<file path="config.mk">
export PLATFORM = sky130hd
export DESIGN_NAME = bsc_ompss_hs_to_stream_adapter_flat
export DESIGN_NICKNAME = d
export VERILOG_FILES = /design/src/rtl/bsc_ompss_hs_to_stream_adapter_pkg.sv /design/src/rtl/bsc_ompss_hs_to_stream_adapter_if.sv /design/src/rtl/bsc_ompss_sync_fifo.sv /design/src/rtl/bsc_ompss_hs_to_stream_adapter.sv /design/src/flat_wrapper.sv
export SDC_FILE = /design/constraint.sdc
export NUM_CORES = 1
export LEC_CHECK = 0
export CORE_UTILIZATION = 45
export CTS_BUF_LIST = sky130_fd_sc_hd__clkbuf_4
export DETAILED_ROUTE_END_ITERATION = 16
export DONT_BUFFER_PORTS = 1
export SETUP_SLACK_MARGIN = 0.15
export SLEW_MARGIN = 20
export SYNTH_ARGS = -nofsm -noshare
export SYNTH_HDL_FRONTEND = slang
export SYNTH_SLANG_ARGS = --single-unit
</file>
<file path="constraint.sdc">
create_clock -name aclk -period 9.6 [get_ports aclk]
set_input_delay 0.96 -clock aclk [delete_from_list [all_inputs] [get_ports aclk]]
set_output_delay 0.96 -clock aclk [all_outputs]
set_load 0.01 [all_outputs]
</file>
<file path="src/rtl/bsc_ompss_hs_to_stream_adapter_pkg.sv">
// Shared widths, beat layout and a clog2 helper for the hs-to-stream adapter.
// Latency: n/a (types and constants only).
// Backpressure: n/a.
package bsc_ompss_hs_to_stream_adapter_pkg;

  localparam int DATA_W = 64;  // stream data width
  localparam int CNT_W  = 16;  // packet word counter width

  typedef logic [DATA_W-1:0] data_t;

  // One FIFO entry: tlast travels alongside its data word.
  typedef struct packed {
    logic  last;
    data_t data;
  } beat_t;

  // Ceiling log2, usable in constant expressions (port and pointer widths).
  function automatic int clog2(input int value);
    int r;
    r = 0;
    for (int v = value - 1; v > 0; v = v >> 1) r++;
    return r;
  endfunction

endpackage

</file>
<file path="src/rtl/bsc_ompss_hs_to_stream_adapter_if.sv">
// Bundles the ap_hs input side and the AXI4-Stream output side of the adapter.
// Latency: n/a (wiring only).
// Backpressure: ap_ack and tready carry flow control in opposite directions.
interface bsc_ompss_hs_to_stream_adapter_if;
  import bsc_ompss_hs_to_stream_adapter_pkg::*;

  data_t in_hs;
  logic  in_hs_ap_vld;
  logic  in_hs_ap_ack;
  data_t outStream_tdata;
  logic  outStream_tlast;
  logic  outStream_tvalid;
  logic  outStream_tready;

  // Adapter view: it masters the stream and answers the accelerator handshake.
  modport master (
    input  in_hs, in_hs_ap_vld, outStream_tready,
    output in_hs_ap_ack, outStream_tdata, outStream_tlast, outStream_tvalid
  );

  // Environment view: accelerator source plus stream sink.
  modport slave (
    output in_hs, in_hs_ap_vld, outStream_tready,
    input  in_hs_ap_ack, outStream_tdata, outStream_tlast, outStream_tvalid
  );

endinterface

</file>
<file path="src/rtl/bsc_ompss_sync_fifo.sv">
// Single-clock FIFO with registered storage, power-of-two depth.
// Latency: a word pushed at edge N is at the head after edge N.
// Backpressure: push ignored when full, pop ignored when empty; no full-bypass.
module bsc_ompss_sync_fifo
  import bsc_ompss_hs_to_stream_adapter_pkg::*;
#(
  parameter int WIDTH = 65,
  parameter int DEPTH = 4
) (
  input  logic                   clk,
  input  logic                   rst,
  input  logic                   push,
  input  logic [WIDTH-1:0]       push_dat,
  input  logic                   pop,
  output logic [WIDTH-1:0]       pop_dat,
  output logic                   full,
  output logic                   empty,
  output logic [clog2(DEPTH):0]  count
);

  localparam int AW = clog2(DEPTH);
  localparam int CW = AW + 1;

  // Pointers carry one extra MSB so that full and empty both fall out of
  // the pointer difference without an ambiguous wrap case.
  logic [AW:0]      wr_ptr_q, wr_ptr_d;
  logic [AW:0]      rd_ptr_q, rd_ptr_d;
  logic [WIDTH-1:0] mem_q [DEPTH];
  logic             do_push, do_pop;

  // Status flags, guarded handshakes and next pointer values.
  always_comb begin
    count    = wr_ptr_q - rd_ptr_q;
    full     = (count == CW'(DEPTH));
    empty    = (count == '0);
    do_push  = push && !full;
    do_pop   = pop && !empty;
    wr_ptr_d = wr_ptr_q;
    rd_ptr_d = rd_ptr_q;
    if (do_push) wr_ptr_d = wr_ptr_q + 1'b1;
    if (do_pop)  rd_ptr_d = rd_ptr_q + 1'b1;
  end

  // Pointer registers; reset discards any buffered contents.
  always_ff @(posedge clk) begin
    if (rst) begin
      wr_ptr_q <= '0;
      rd_ptr_q <= '0;
    end else begin
      wr_ptr_q <= wr_ptr_d;
      rd_ptr_q <= rd_ptr_d;
    end
  end

  // Storage write; contents need no reset since empty masks the head.
  always_ff @(posedge clk) begin
    if (do_push) mem_q[wr_ptr_q[AW-1:0]] <= push_dat;
  end

  assign pop_dat = mem_q[rd_ptr_q[AW-1:0]];

endmodule

</file>
<file path="src/rtl/bsc_ompss_hs_to_stream_adapter.sv">
// Turns an HLS ap_hs output into a 64-bit AXI4-Stream with TLAST every PKT_LEN words.
// Latency: one cycle from accepted word to tvalid/tdata.
// Backpressure: ap_ack drops while the FIFO is full; stream head holds until tready.
module bsc_ompss_hs_to_stream_adapter
  import bsc_ompss_hs_to_stream_adapter_pkg::*;
#(
  parameter int DEPTH   = 4,
  parameter int PKT_LEN = 1
) (
  input  logic                              aclk,
  input  logic                              areset,
  bsc_ompss_hs_to_stream_adapter_if.master  hs,
  output logic [clog2(DEPTH):0]             occupancy
);

  logic             full, empty;
  logic             accept, pop, tlast_flag;
  logic [CNT_W-1:0] cnt_q, cnt_d;
  beat_t            push_beat, head_beat;

  // Ack is purely combinational so the accelerator sees it in the same cycle;
  // it is held low during reset so no word slips in while state is cleared.
  assign hs.in_hs_ap_ack = hs.in_hs_ap_vld && !full && !areset;
  assign accept          = hs.in_hs_ap_vld && hs.in_hs_ap_ack;

  // Word counter: the PKT_LEN-th accepted word closes the packet.
  always_comb begin
    tlast_flag = (cnt_q == CNT_W'(PKT_LEN - 1));
    cnt_d      = cnt_q;
    if (accept) cnt_d = tlast_flag ? '0 : cnt_q + 1'b1;
    push_beat.last = tlast_flag;
    push_beat.data = hs.in_hs;
  end

  // Counter register; reset drops any partial packet.
  always_ff @(posedge aclk) begin
    if (areset) cnt_q <= '0;
    else        cnt_q <= cnt_d;
  end

  bsc_ompss_sync_fifo #(
    .WIDTH ($bits(beat_t)),
    .DEPTH (DEPTH)
  ) u_fifo (
    .clk      (aclk),
    .rst      (areset),
    .push     (accept),
    .push_dat (push_beat),
    .pop      (pop),
    .pop_dat  (head_beat),
    .full     (full),
    .empty    (empty),
    .count    (occupancy)
  );

  // Stream side comes straight from the FIFO head; nothing from in_hs reaches it.
  assign hs.outStream_tvalid = !empty;
  assign hs.outStream_tdata  = head_beat.data;
  assign hs.outStream_tlast  = head_beat.last;
  assign pop                 = hs.outStream_tvalid && hs.outStream_tready;

endmodule

</file>
<file path="src/flat_wrapper.sv">
// flat-port wrapper written by rule: the top's interface ports become plain ports
module bsc_ompss_hs_to_stream_adapter_flat import bsc_ompss_hs_to_stream_adapter_pkg::*;
#(
  parameter int DEPTH   = 4,
  parameter int PKT_LEN = 1
)
  (aclk, areset, occupancy, hs_in_hs, hs_in_hs_ap_vld, hs_outStream_tready, hs_in_hs_ap_ack, hs_outStream_tdata, hs_outStream_tlast, hs_outStream_tvalid);
  bsc_ompss_hs_to_stream_adapter_if hs_i ();
  input  logic aclk;
  input  logic areset;
  output logic [clog2(DEPTH):0] occupancy;
  input wire logic [$bits(hs_i.in_hs)-1:0] hs_in_hs;
  input wire logic [$bits(hs_i.in_hs_ap_vld)-1:0] hs_in_hs_ap_vld;
  input wire logic [$bits(hs_i.outStream_tready)-1:0] hs_outStream_tready;
  output wire logic [$bits(hs_i.in_hs_ap_ack)-1:0] hs_in_hs_ap_ack;
  output wire logic [$bits(hs_i.outStream_tdata)-1:0] hs_outStream_tdata;
  output wire logic [$bits(hs_i.outStream_tlast)-1:0] hs_outStream_tlast;
  output wire logic [$bits(hs_i.outStream_tvalid)-1:0] hs_outStream_tvalid;
  assign hs_i.in_hs = hs_in_hs;
  assign hs_i.in_hs_ap_vld = hs_in_hs_ap_vld;
  assign hs_i.outStream_tready = hs_outStream_tready;
  assign hs_in_hs_ap_ack = hs_i.in_hs_ap_ack;
  assign hs_outStream_tdata = hs_i.outStream_tdata;
  assign hs_outStream_tlast = hs_i.outStream_tlast;
  assign hs_outStream_tvalid = hs_i.outStream_tvalid;
  bsc_ompss_hs_to_stream_adapter #(.DEPTH(DEPTH), .PKT_LEN(PKT_LEN)) u_core (.aclk(aclk), .areset(areset), .hs(hs_i), .occupancy(occupancy));
endmodule
</file>
After elaboration in Yosys (flattened, before gate mapping)
Memory sizes are Yosys's and may differ from the RTL's. A register that Yosys moved wholly into a read port is not among the register bits.
Cells that the tools add are included.
Widths: inputs -> output; s select.

word-level totals
  memories = 1
  bits in writable memories = 260
  word-level logic and storage cells = 25
  register bits = 22
  output and inout bits = 70
  bits of input ports = 68

memories
  name                 depth  width  read ports  clocked after Yosys merged registers in  write ports  RTL line                   source
  u_core.u_fifo.mem_q  4      65     1           1                                        1            bsc_ompss_sync_fifo.sv:28  logic [WIDTH-1:0] mem_q [DEPTH];

operators by class
  add/sub/neg operators = 4
  reduce and logical (&&, ||, !) cells = 11
  muxes and demuxes = 5
  equal/unequal tests = 1

operator list
  operator               count
  $add 16x1->16 const B  1
  $logic_not 16->1       1
  $mux 16                1
  $add 3x1->3 const B    2
  $logic_and 1x1->1      6
  $mux 2                 2
  $eq 3x3->1 const B     1
  $logic_not 1->1        3
  $logic_not 3->1        1
  $sub 3x3->3            1
  $mux 1                 2

Depth between registers and ports, before layout
  depth after elaboration = 9
  gate-level depth with buffers = 10
  mapped depth without buffers = 9

Hierarchy
Synthesis repeated with hierarchy kept, for this count alone.

unflattened totals
  cell total of the unflattened synthesis = 495
  area total of the unflattened synthesis = 10714.0 um2

modules (own cells, without submodules)
  module                          cells each  area each (um2)  seq. area each (um2)  instances
  bsc_ompss_sync_fifo             395         9862.0           7967.6                1
  bsc_ompss_hs_to_stream_adapter  100         852.1            320.3                 1

Worst setup path before layout
No wires, ideal clock.

  path kind = register to register
  start = reg u_core.u_fifo.wr_ptr_q[0]
  end = mem u_core.u_fifo.mem_q[0][0], enable pin
  path slack = 5.442 ns
  buffers on the path = 1
  clock period less this slack = 4.158 ns
  library setup time = 0.430 ns
  data arrival time = 3.728 ns
  data required time = 9.170 ns
  cell stages (with the launch flop) = 9
  path through = dfxtp_1 -> inv_1 -> ha_1 -> fa_1 -> xor3_1 -> a311o_4 -> clkinv_4 -> clkbuf_1 -> and2_1

between the ends
  cells in the longest elaborated chain, start to end = 9

ends and longest elaborated chain
  item                            RTL line                              source
  start, declared                 bsc_ompss_sync_fifo.sv:26             logic [AW:0] wr_ptr_q, wr_ptr_d;
  start signal, assigned          bsc_ompss_sync_fifo.sv:50             wr_ptr_q <= wr_ptr_d;
  $sub 3x3->3                     bsc_ompss_sync_fifo.sv:33             count = wr_ptr_q - rd_ptr_q;
  named net occupancy[2]          flat_wrapper.sv:11                    output logic [clog2(DEPTH):0] occupancy;
  $eq 3x3->1                      bsc_ompss_sync_fifo.sv:34             full = (count == CW'(DEPTH));
  $logic_not 1->1                 bsc_ompss_hs_to_stream_adapter.sv:23  assign hs.in_hs_ap_ack = hs.in_hs_ap_vld && !full && !areset;
  $logic_and 1x1->1 (2 in a row)  bsc_ompss_hs_to_stream_adapter.sv:23
  named net hs_in_hs_ap_ack       flat_wrapper.sv:15                    output wire logic [$bits(hs_i.in_hs_ap_ack)-1:0] hs_in_hs_ap_ack;
  $logic_and 1x1->1               bsc_ompss_hs_to_stream_adapter.sv:24  assign accept = hs.in_hs_ap_vld && hs.in_hs_ap_ack;
  $logic_and 1x1->1               bsc_ompss_sync_fifo.sv:36             do_push = push && !full;
  $mux 1                          bsc_ompss_sync_fifo.sv:57             if (do_push) mem_q[wr_ptr_q[AW-1:0]] <= push_dat;
  $mux 1 (implied by the code)    bsc_ompss_sync_fifo.sv:57
  end, declared                   bsc_ompss_sync_fifo.sv:28

The timed path passes the listed nets, and every way through them passes these cells.

==> flow_summary.json <==
{
  "status": "finished clean",
  "clockBufferDepth": 3,
  "drt_wl_total_mm": 18.7,
  "htree_levels": 3,
  "synth-adder-area-share_pct": 1.13,
  "postCtsSetupRepairBufs": 0,
  "final_util_pct": 51.7,
  "fillCellCount": 1796,
  "dp_slack_ps": 6230,
  "hold_class": "input port to flip-flop",
  "row_count": 55,
  "die_w_microns": 156,
  "track_usage_pct": 15.9,
  "postCtsHoldBufs": 0,
  "grt_pass1_wl_mm": 28.4,
  "fmax_mhz": 270,
  "final.period_utilization_pct": 38.5,
  "antenna_found_initial": 1,
  "cp.required_ps": 8640,
  "hold_violations": 0,
  "skew_ps": 36.0,
  "drtIter0Drc": 314,
  "async_flop_share_pct": 0,
  "whs_ps": 400,
  "rr_endpoint": "u_core.u_fifo.mem_q[1][61]",
  "path_clk_slew_ps": 60,
  "setup_violations": 0,
  "synth_compound_area_share_pct": 1.94,
  "path_class": "flip-flop to output port",
  "yosysWarningCount": 0,
  "synthCells": 499,
  "routedWlPerCell_microns": 20.5,
  "ios": 138,
  "fp.coreArea_sq_um": 22900,
  "io_buffers": 0,
  "p_leak_nw": 3.69,
  "grt_max_degree": 67,
  "irDropWorstVdd_uv": 125,
  "ys.flop_type": "edfxtp_1",
  "start_util_pct": 46.5,
  "chipHeight_microns": 156,
  "synth_area_sq_um": 10700,
  "slew_headroom_pct": 29.9,
  "startpoint_type": "flip-flop",
  "gr-total-overflow": 0,
  "layout_commonest_cell": "edfxtp_1",
  "rr_startpoint": "u_core.u_fifo.wr_ptr_q[0]",
  "cts_tree": "yes",
  "final.setup.tns_ps": 0,
  "fp.dieArea_sq_um": 24300,
  "yosysSeqAreaShare_pct": 77.8,
  "dr.pass1.iters": 5,
  "crit_end": "hs_outStream_tdata[54]",
  "area_growth_pct": 11.3,
  "slew_viol_final": 0,
  "crit_path_end_kind": "output port",
  "synth_fp_nets": 576,
  "final_cell_mix": "edfxtp_1, clkbuf_4, mux4_2",
  "yosysUniqueCellTypes": 37,
  "routed-via-count": 4922,
  "timing.critical_path.arrival_ps": 2740,
  "avgSynthCellArea_sq_um": 21.3,
  "ys_seq_elements": 284,
  "route.detailed.drc": 0,
  "regArea_sq_um": 8300,
  "place_hpwl_mm": 10.6,
  "layout_setup_ws_ps": 5900,
  "reg2reg_slack_ps": 6220,
  "cts.sinks": 284,
  "synth-simple-area-share_pct": 3.42,
  "grt_pass1_vias": 5144,
  "worstPathMaxFanout": 34,
  "powerDensity_nw_per_um2": 248,
  "worst_pin_slew_ps": 1050,
  "grt_setup_unrepaired": "false",
  "multi_input_area_sq_um": 2240,
  "insertion_delay_ps": 620,
  "cap_viol_max_count": 0,
  "period_needed_ps": 3700,
  "root_buffer": "clkbuf_4",
  "final_layout_size_suffix_gt1_share_pct": 31.7,
  "synth.area.mux_share_pct": 13.7,
  "layout.nets": 627,
  "synth_xor_xnor_area_share_pct": 0.717,
  "synth_top_family_by_area": "multiplexers",
  "antenna_left": 0,
  "synth_enable_flop_cells": 260,
  "gp_congestion": 0.835,
  "cts_buffers": 70,
  "ff2ff_path_depth": 7,
  "vias_per_cell": 5.39,
  "cts_resized": 0
}
[report_power, final]
group / internal, mW / switching (mW) / total, mW
sequential: 1.44 / 0.0774 / 1.51
combinational: 0.223 / 0.253 / 0.476
clock: 0.511 / 0.435 / 0.946
[layer usage]
metal  wire (microns)  vias up  track usage, %
li1                 -     2213               -
met1             7110     2491            18.3
met2             9440      190            26.2
met3             1800       28            6.47
met4              355        0            7.38
met5                0        -               0
[final cells by class]
class | count | area share [%]
repair buffers | 1 | 0.0633
well taps | 313 | 3.30
diodes | 1 | 0.0211
flip-flops and latches | 284 | 70.0
multi-input cells | 182 | 18.9
inverters | 11 | 0.391
clock buffers | 108 | 6.84
clock inverters | 13 | 0.475
[sequential cells by signal, indices dropped and copies added (netlist names), named ones only]
| name | count |
|---|---|
| u_core.cnt_q | 16 |
| u_core.u_fifo.mem_q | 260 |
| u_core.u_fifo.rd_ptr_q | 3 |
| u_core.u_fifo.wr_ptr_q | 3 |
[worst min-delay path by stage]
stage | endpoint | cells past startpoint | from | slack, ps
floorplan | u_core.cnt_q[10] | 2 | u_core.cnt_q[10] | 460
global placement | u_core.cnt_q[10] | 2 | u_core.cnt_q[10] | 470
detailed placement | u_core.cnt_q[10] | 2 | u_core.cnt_q[10] | 480
CTS | flip-flop | 1 | areset | 320
global route | flip-flop | 1 | areset | 310
finish | flip-flop | 1 | areset | 400
[worst max-delay path: stages (launching register included)]
cell and delay [ps]:
dfxtp_4 770, buf_4 670, mux4_2 650
[kinds of logic after synthesis]
group	Yosys count
DFF	284
muxes	65
buffers and inverters	33
adders and majority gates	9
and+or+nand+nor	67
xor gates and xnor gates	7
AOI/OAI and AO/OA	34
[synth_stat cells (2+ instances only)]
cell | number | share of area [%]
a21oi_1 | 15 | 0.70
a41oi_1 | 2 | 0.16
and2_1 | 5 | 0.29
buf_1 | 7 | 0.25
buf_2 | 2 | 0.094
clkbuf_1 | 13 | 0.46
dfxtp_1 | 24 | 4.5
edfxtp_1 | 260 | 73
ha_1 | 8 | 0.94
inv_1 | 9 | 0.32
mux4_2 | 65 | 14
nand2_1 | 13 | 0.46
nand2b_1 | 2 | 0.12
nand3_1 | 11 | 0.52
nand4_1 | 5 | 0.29
nand4b_1 | 2 | 0.16
nor2_1 | 13 | 0.46
nor3_1 | 2 | 0.094
nor4_1 | 3 | 0.18
o21ai_0 | 11 | 0.52
o31ai_1 | 2 | 0.14
o32ai_1 | 2 | 0.16
or3_1 | 4 | 0.23
or4_1 | 2 | 0.14
xnor2_1 | 2 | 0.16
xor2_1 | 4 | 0.33
[through the flow]
stage          cell area [sq um]  std cells  total power [mW]
2_1_floorplan              10700        499              1.93
3_3_place_gp               11000        791              2.03
3_5_place_dp               11000        791              2.04
4_1_cts                    11800        912              2.99
5_1_grt                    11900        913              3.09
6_report                   11900        913              2.94
(Power assumes the default switching activity.)
